--- config.mk ---
export PLATFORM = sky130hd
export DESIGN_NAME = divider_unit
export DESIGN_NICKNAME = d
export VERILOG_FILES = /design/src/rtl/div_pkg.sv /design/src/rtl/adder_9.sv /design/src/rtl/divider_unit.sv
export SDC_FILE = /design/constraint.sdc
export NUM_CORES = 1
export LEC_CHECK = 0
export CORE_UTILIZATION = 36
export CTS_CLUSTER_DIAMETER = 50
export CTS_CLUSTER_SIZE = 25
export DETAILED_ROUTE_END_ITERATION = 7
export SYNTH_ARGS = -nofsm -noshare
export SYNTH_HDL_FRONTEND = slang
export SYNTH_SLANG_ARGS = --single-unit
--- constraint.sdc ---
create_clock -name Clk -period 2.4 [get_ports Clk]
set_clock_uncertainty 0.15 [all_clocks]
set_input_delay 0.48 -clock Clk [delete_from_list [all_inputs] [get_ports Clk]]
set_output_delay 0.48 -clock Clk [all_outputs]
set_load 0.05 [all_outputs]
--- src/rtl/div_pkg.sv ---
// Shared types for the sequential signed divider.
package div_pkg;

  typedef enum logic [1:0] {
    IDLE  = 2'd0,
    STEP  = 2'd1,
    FIXUP = 2'd2,
    DONE  = 2'd3
  } div_state_t;

endpackage

--- src/rtl/adder_9.sv ---
// Ripple adder/subtractor shared with the multiplier datapath; sub_i=1 gives a_i - b_i.
module adder_9 #(
  parameter int N = 9
) (
  input  logic [N-1:0] a_i,
  input  logic [N-1:0] b_i,
  input  logic         sub_i,
  output logic [N-1:0] sum_o
);

  assign sum_o = a_i + (b_i ^ {N{sub_i}}) + {{(N-1){1'b0}}, sub_i};

endmodule

--- src/rtl/divider_unit.sv ---
// Sequential signed restoring divider: one shift-subtract step per cycle on magnitudes,
// with sign fixup at the end. Truncates toward zero; remainder takes the dividend's sign.
module divider_unit
  import div_pkg::*;
#(
  parameter int WIDTH = 8
) (
  input  logic             Clk,
  input  logic             Reset_n,
  input  logic             Start,
  input  logic [WIDTH-1:0] Dividend,
  input  logic [WIDTH-1:0] Divisor,
  output logic             Busy,
  output logic             Done,
  output logic [WIDTH-1:0] Quotient,
  output logic [WIDTH-1:0] Remainder,
  output logic             DivByZero,
  output logic             Overflow,
  output logic [1:0]       StateDbg
);

  // Handshake: Start is a level request accepted only in IDLE; operands are sampled on that
  // edge. Done stays high in DONE until Start drops, so a held Start yields one operation.

  localparam int CW = $clog2(WIDTH + 1);

  div_state_t       state_q, state_d;
  logic [CW-1:0]    cnt_q, cnt_d;
  logic [WIDTH-1:0] r_q, r_d, q_q, q_d, d_q, d_d;
  logic [WIDTH-1:0] quot_q, quot_d, rem_q, rem_d;
  logic             sn_q, sn_d, sd_q, sd_d, ovc_q, ovc_d;
  logic             dbz_q, dbz_d, ovf_q, ovf_d;

  logic [WIDTH-1:0] r_sh, q_sh;
  logic [WIDTH:0]   trial;

  // Unsigned magnitude: the most negative value maps to 2^(WIDTH-1) exactly.
  function automatic logic [WIDTH-1:0] mag(input logic [WIDTH-1:0] x);
    return x[WIDTH-1] ? -x : x;
  endfunction

  assign {r_sh, q_sh} = {r_q, q_q} << 1;

  adder_9 #(.N(WIDTH + 1)) u_trial (
    .a_i  ({1'b0, r_sh}),
    .b_i  ({1'b0, d_q}),
    .sub_i(1'b1),
    .sum_o(trial)
  );

  always_ff @(posedge Clk or negedge Reset_n) begin
    if (!Reset_n) begin
      state_q <= IDLE;
      cnt_q   <= '0;
      r_q     <= '0;
      q_q     <= '0;
      d_q     <= '0;
      sn_q    <= 1'b0;
      sd_q    <= 1'b0;
      ovc_q   <= 1'b0;
      quot_q  <= '0;
      rem_q   <= '0;
      dbz_q   <= 1'b0;
      ovf_q   <= 1'b0;
    end else begin
      state_q <= state_d;
      cnt_q   <= cnt_d;
      r_q     <= r_d;
      q_q     <= q_d;
      d_q     <= d_d;
      sn_q    <= sn_d;
      sd_q    <= sd_d;
      ovc_q   <= ovc_d;
      quot_q  <= quot_d;
      rem_q   <= rem_d;
      dbz_q   <= dbz_d;
      ovf_q   <= ovf_d;
    end
  end

  always_comb begin
    state_d = state_q;
    cnt_d   = cnt_q;
    r_d     = r_q;
    q_d     = q_q;
    d_d     = d_q;
    sn_d    = sn_q;
    sd_d    = sd_q;
    ovc_d   = ovc_q;
    quot_d  = quot_q;
    rem_d   = rem_q;
    dbz_d   = dbz_q;
    ovf_d   = ovf_q;
    case (state_q)
      IDLE: begin
        if (Start) begin
          if (Divisor != '0) begin
            sn_d    = Dividend[WIDTH-1];
            sd_d    = Divisor[WIDTH-1];
            ovc_d   = (Dividend == {1'b1, {(WIDTH-1){1'b0}}}) && (&Divisor);
            r_d     = '0;
            q_d     = mag(Dividend);
            d_d     = mag(Divisor);
            cnt_d   = '0;
            state_d = STEP;
          end else begin
            quot_d  = '1;
            rem_d   = Dividend;
            dbz_d   = 1'b1;
            ovf_d   = 1'b0;
            state_d = DONE;
          end
        end
      end
      STEP: begin
        // A clear borrow bit means the shifted remainder covers the divisor.
        q_d   = {q_sh[WIDTH-1:1], ~trial[WIDTH]};
        r_d   = trial[WIDTH] ? r_sh : trial[WIDTH-1:0];
        cnt_d = cnt_q + CW'(1);
        if (cnt_q == CW'(WIDTH - 1)) state_d = FIXUP;
      end
      FIXUP: begin
        quot_d  = (sn_q ^ sd_q) ? -q_q : q_q;
        rem_d   = sn_q ? -r_q : r_q;
        ovf_d   = ovc_q;
        dbz_d   = 1'b0;
        state_d = DONE;
      end
      DONE: begin
        if (!Start) state_d = IDLE;
      end
      default: state_d = IDLE;
    endcase
  end

  assign Busy      = (state_q == STEP) || (state_q == FIXUP);
  assign Done      = (state_q == DONE);
  assign Quotient  = quot_q;
  assign Remainder = rem_q;
  assign DivByZero = dbz_q;
  assign Overflow  = ovf_q;
  assign StateDbg  = state_q;

endmodule

==> flow_metrics.tcl <==
set metrics [dict create \
    routed_via_density 5.164 \
    postLayoutSetupSlackWorst_ns 0.06089 \
    h-tree-depth 2 \
    reg2reg_from "d_q[0]" \
    dp.cells 544 \
    cts_made_buffers 5 \
    hold_class "input port to async pin" \
    r2r.worst_path.cells 8 \
    r2r-end "r_q[0]" \
    die_h_um 98.68 \
    crit_chain "ha_4 -> fa_2 -> nand2b_4 -> a211oi_4 -> o22a_2 -> buf_12 -> mux2_4 -> o21ai_2" \
    power.density_nw_per_um2 1468 \
    final_cells 554 \
    core_um2 8891 \
    use_met1_pct 25.46 \
    synth-main-ff-cell "dfrtp_1" \
    ios 41 \
    synth_edf_count 0 \
    start_kind "flip-flop" \
    post-route-util_pct 48.58 \
    rsz0062_at_grt "yes" \
    drt_wl_total_um 8087 \
    synth.distinct_cells 55 \
    num_vias 2861 \
    initial_core_util_pct 37.84 \
    setup_violations 0 \
    n_antenna_cell 0 \
    clk_path_buf_depth 2 \
    cpMaxStageDelayCell "dfrtp_1" \
    cp_num_cells 8 \
    path_buf_inv 1 \
    ys.warnings.count 0 \
    maxCapViolations 0 \
    grt_pass1_wl_um 14120 \
    slew-limit-headroom_pct 56.60 \
    max_freq_mhz 427.5 \
    cts_sinks 51 \
    overflow 0 \
    layout.nets 486 \
    area_growth_pct 28.37 \
    gp_congestion 0.8654 \
    use_met2_pct 29.52 \
    synthCells 373 \
    tightestPinTransition_ns 0.6510 \
    grt_usage_pct 18.23 \
    grt_max_degree 52 \
    wl_per_cell_um 14.60 \
    timing.final.crit_share_pct 97.46 \
    ys_ff_latch 51 \
    tritoncts "yes" \
    drtPass1Iterations 4 \
    required_ns 2.49 \
    crit_end "r_q[0]" \
    drive_above_1_share_pct 17.71 \
    grt_use_met3_pct 2.979 \
    finalCriticalPeriod_ns 2.339 \
    reg2reg_slack_ns 0.06 \
    cts-root-buf "clkbuf_8" \
    hpwl_um 6318 \
    path_clk_slew_ns 0.10 \
    critPathArrivalTime_ns 2.43 \
    synth_top_area_cell "dfrtp_1" \
    place_ws_ns -0.1381 \
    cp_slowest_stage_delay_ns 0.43 \
    rows 34 \
    crit_family "compound AO/OA/AOI/OAI gates" \
    ys_seq_area_share_pct 37.93 \
    dieArea_um2 9737 \
    ant_nets 0 \
    setup_tns_ns 0 \
    crit_fanout 5 \
    p_leak_nw 1.903 \
    grt_antenna_before_repair 0 \
    netlist_area_um2 3364 \
    ir_worst_vdd_v 0.0007247 \
    synthTopCellsByArea "dfrtp_1 (38%), ha_1 (7.4%), xnor2_1 (4.7%)" \
    port_buffers 40 \
    hold_viol 0 \
    crit_type "flip-flop to flip-flop" \
    top_usage_layer "met2" \
    cp-end-kind "flip-flop" \
    design_power_total_mw 6.341 \
    syn-num-nets 413 \
    drc_errors 0 \
    synthDominantCellAreaShare_pct 37.93 \
    drv_slew 0 \
    status "completed" \
    avgSynthCellArea_um2 9.020 \
    async_flop_share_pct 100.0 \
    dieWidth_um 98.68 \
    drt-initial-drc-count 184 \
    grt_pass1_vias 2884 \
    clk_latency_ns 0.31 \
    crit_path_start "d_q[0]" \
]
[sequential cells by signal, indices dropped and copies added (netlist names)]
| signal | count |
|---|---|
| Quotient | 8 |
| Remainder | 8 |
| d_q | 8 |
| q_q | 8 |
| r_q | 8 |
| cnt_q | 4 |
| StateDbg | 2 |
| DivByZero | 1 |
| Overflow | 1 |
| ovc_q | 1 |
| sd_q | 1 |
| sn_q | 1 |
[power by group]
| group | total [mW] | internal [mW] | switching (mW) |
|---|---|---|---|
| combinational | 4.17 | 1.84 | 2.33 |
| sequential | 1.58 | 1.22 | 0.354 |
| clock | 0.587 | 0.306 | 0.281 |
| total | 6.34 | 3.38 | 2.97 |
[timing repair]
action	CTS	global route
resized for setup	2	11
pin swaps	2	4
gates cloned	0	1
buffers inserted	1	1
endpoints found under the setup margin	1	7
hold buffers	0	0
[cells by family after synthesis]
family	after synthesis	share of synthesized area, %
XOR/XNOR	27	7.029
buffers and inverters	41	5.206
AO/OA/AOI/OAI	98	18.04
flip-flops	51	37.93
AND/OR/NAND/NOR	112	16.25
multiplexers	23	7.512
adder cells (fa/ha/maj)	21	8.033
[cells in the mapped netlist, types with 3 or more instances]
cell type / number
a21oi_1: 27
a221oi_1: 3
a22o_1: 3
a31oi_1: 7
buf_2: 5
clkbuf_1: 7
dfrtp_1: 51
ha_1: 20
inv_1: 24
mux2_2: 5
mux2i_1: 13
nand2_1: 39
nand2b_1: 9
nand3_1: 5
nand3b_1: 3
nor2_1: 29
nor2b_1: 4
nor3_1: 9
o21a_1: 3
o21ai_0: 24
o21ai_1: 7
o31ai_1: 4
or3_1: 4
xnor2_1: 18
xor2_1: 9
[cell type report]
class                   instances  area [um^2]
repair buffers                 83        743.2
inverters                      24        90.09
flip-flops and latches         51         1277
clock inverters                 1        30.03
well taps                     108        135.1
clock buffers                   6        72.57
multi-input cells             281         1971
fillers                       834         4572
[cell usage in the layout, fill, tap and decap left out, types with 2 or more instances in the layout]
| master | synthesis | layout |
|---|---|---|
| dfrtp_1 | 51 | 50 |
| buf_4 | 2 | 43 |
| nand2_1 | 39 | 39 |
| clkdlybuf4s50_1 | 0 | 37 |
| nor2_1 | 29 | 28 |
| a21oi_1 | 27 | 27 |
| o21ai_0 | 24 | 24 |
| inv_1 | 24 | 23 |
| xnor2_1 | 18 | 18 |
| ha_1 | 20 | 17 |
| mux2i_1 | 13 | 13 |
| nor3_1 | 9 | 9 |
| xor2_1 | 9 | 9 |
| nand2b_1 | 9 | 8 |
| a31oi_1 | 7 | 7 |
| o21ai_1 | 7 | 7 |
| mux2_2 | 5 | 5 |
| nand3_1 | 5 | 5 |
| clkbuf_8 | 0 | 5 |
| or3_1 | 4 | 4 |
| o31ai_1 | 4 | 4 |
| nor2b_1 | 4 | 4 |
| nand3b_1 | 3 | 3 |
| o21a_1 | 3 | 3 |
| a22o_1 | 3 | 3 |
| a221oi_1 | 3 | 3 |
| a21oi_2 | 2 | 2 |
| nor4_1 | 2 | 2 |
| mux2_4 | 2 | 2 |
| mux2_1 | 2 | 2 |
| o22ai_1 | 2 | 2 |
| o211a_1 | 2 | 2 |
| a21o_1 | 2 | 2 |
| ha_2 | 0 | 2 |
[metal layers]
metal,share of wire (%),wire (um),up-vias
met5,0,0,-
met4,0.84,68,0
met3,4.5,362,8
met2,46,3749,68
met1,48,3907,1322
li1,-,-,1463
[stage by stage]
step	hold slack [ns]	cell area, um^2
after global placement	0.3103	4123
after global routing	0.1830	4319
after CTS	0.1439	4243
after detailed placement	0.3147	4123
final	0.1081	4319
after floorplan	0.03441	3369
[worst min-delay path by stage]
stage | endpoint | startpoint | slack, ns
3_5_place_dp | Overflow | Overflow | 0.31
5_1_grt | Quotient[2] | Reset_n | 0.18
2_1_floorplan | DivByZero | Reset_n | 0.03
6_report | Quotient[2] | Reset_n | 0.11
3_3_place_gp | Overflow | Overflow | 0.31
4_1_cts | Quotient[6] | Reset_n | 0.14
Power figures use the tool's default switching activity.
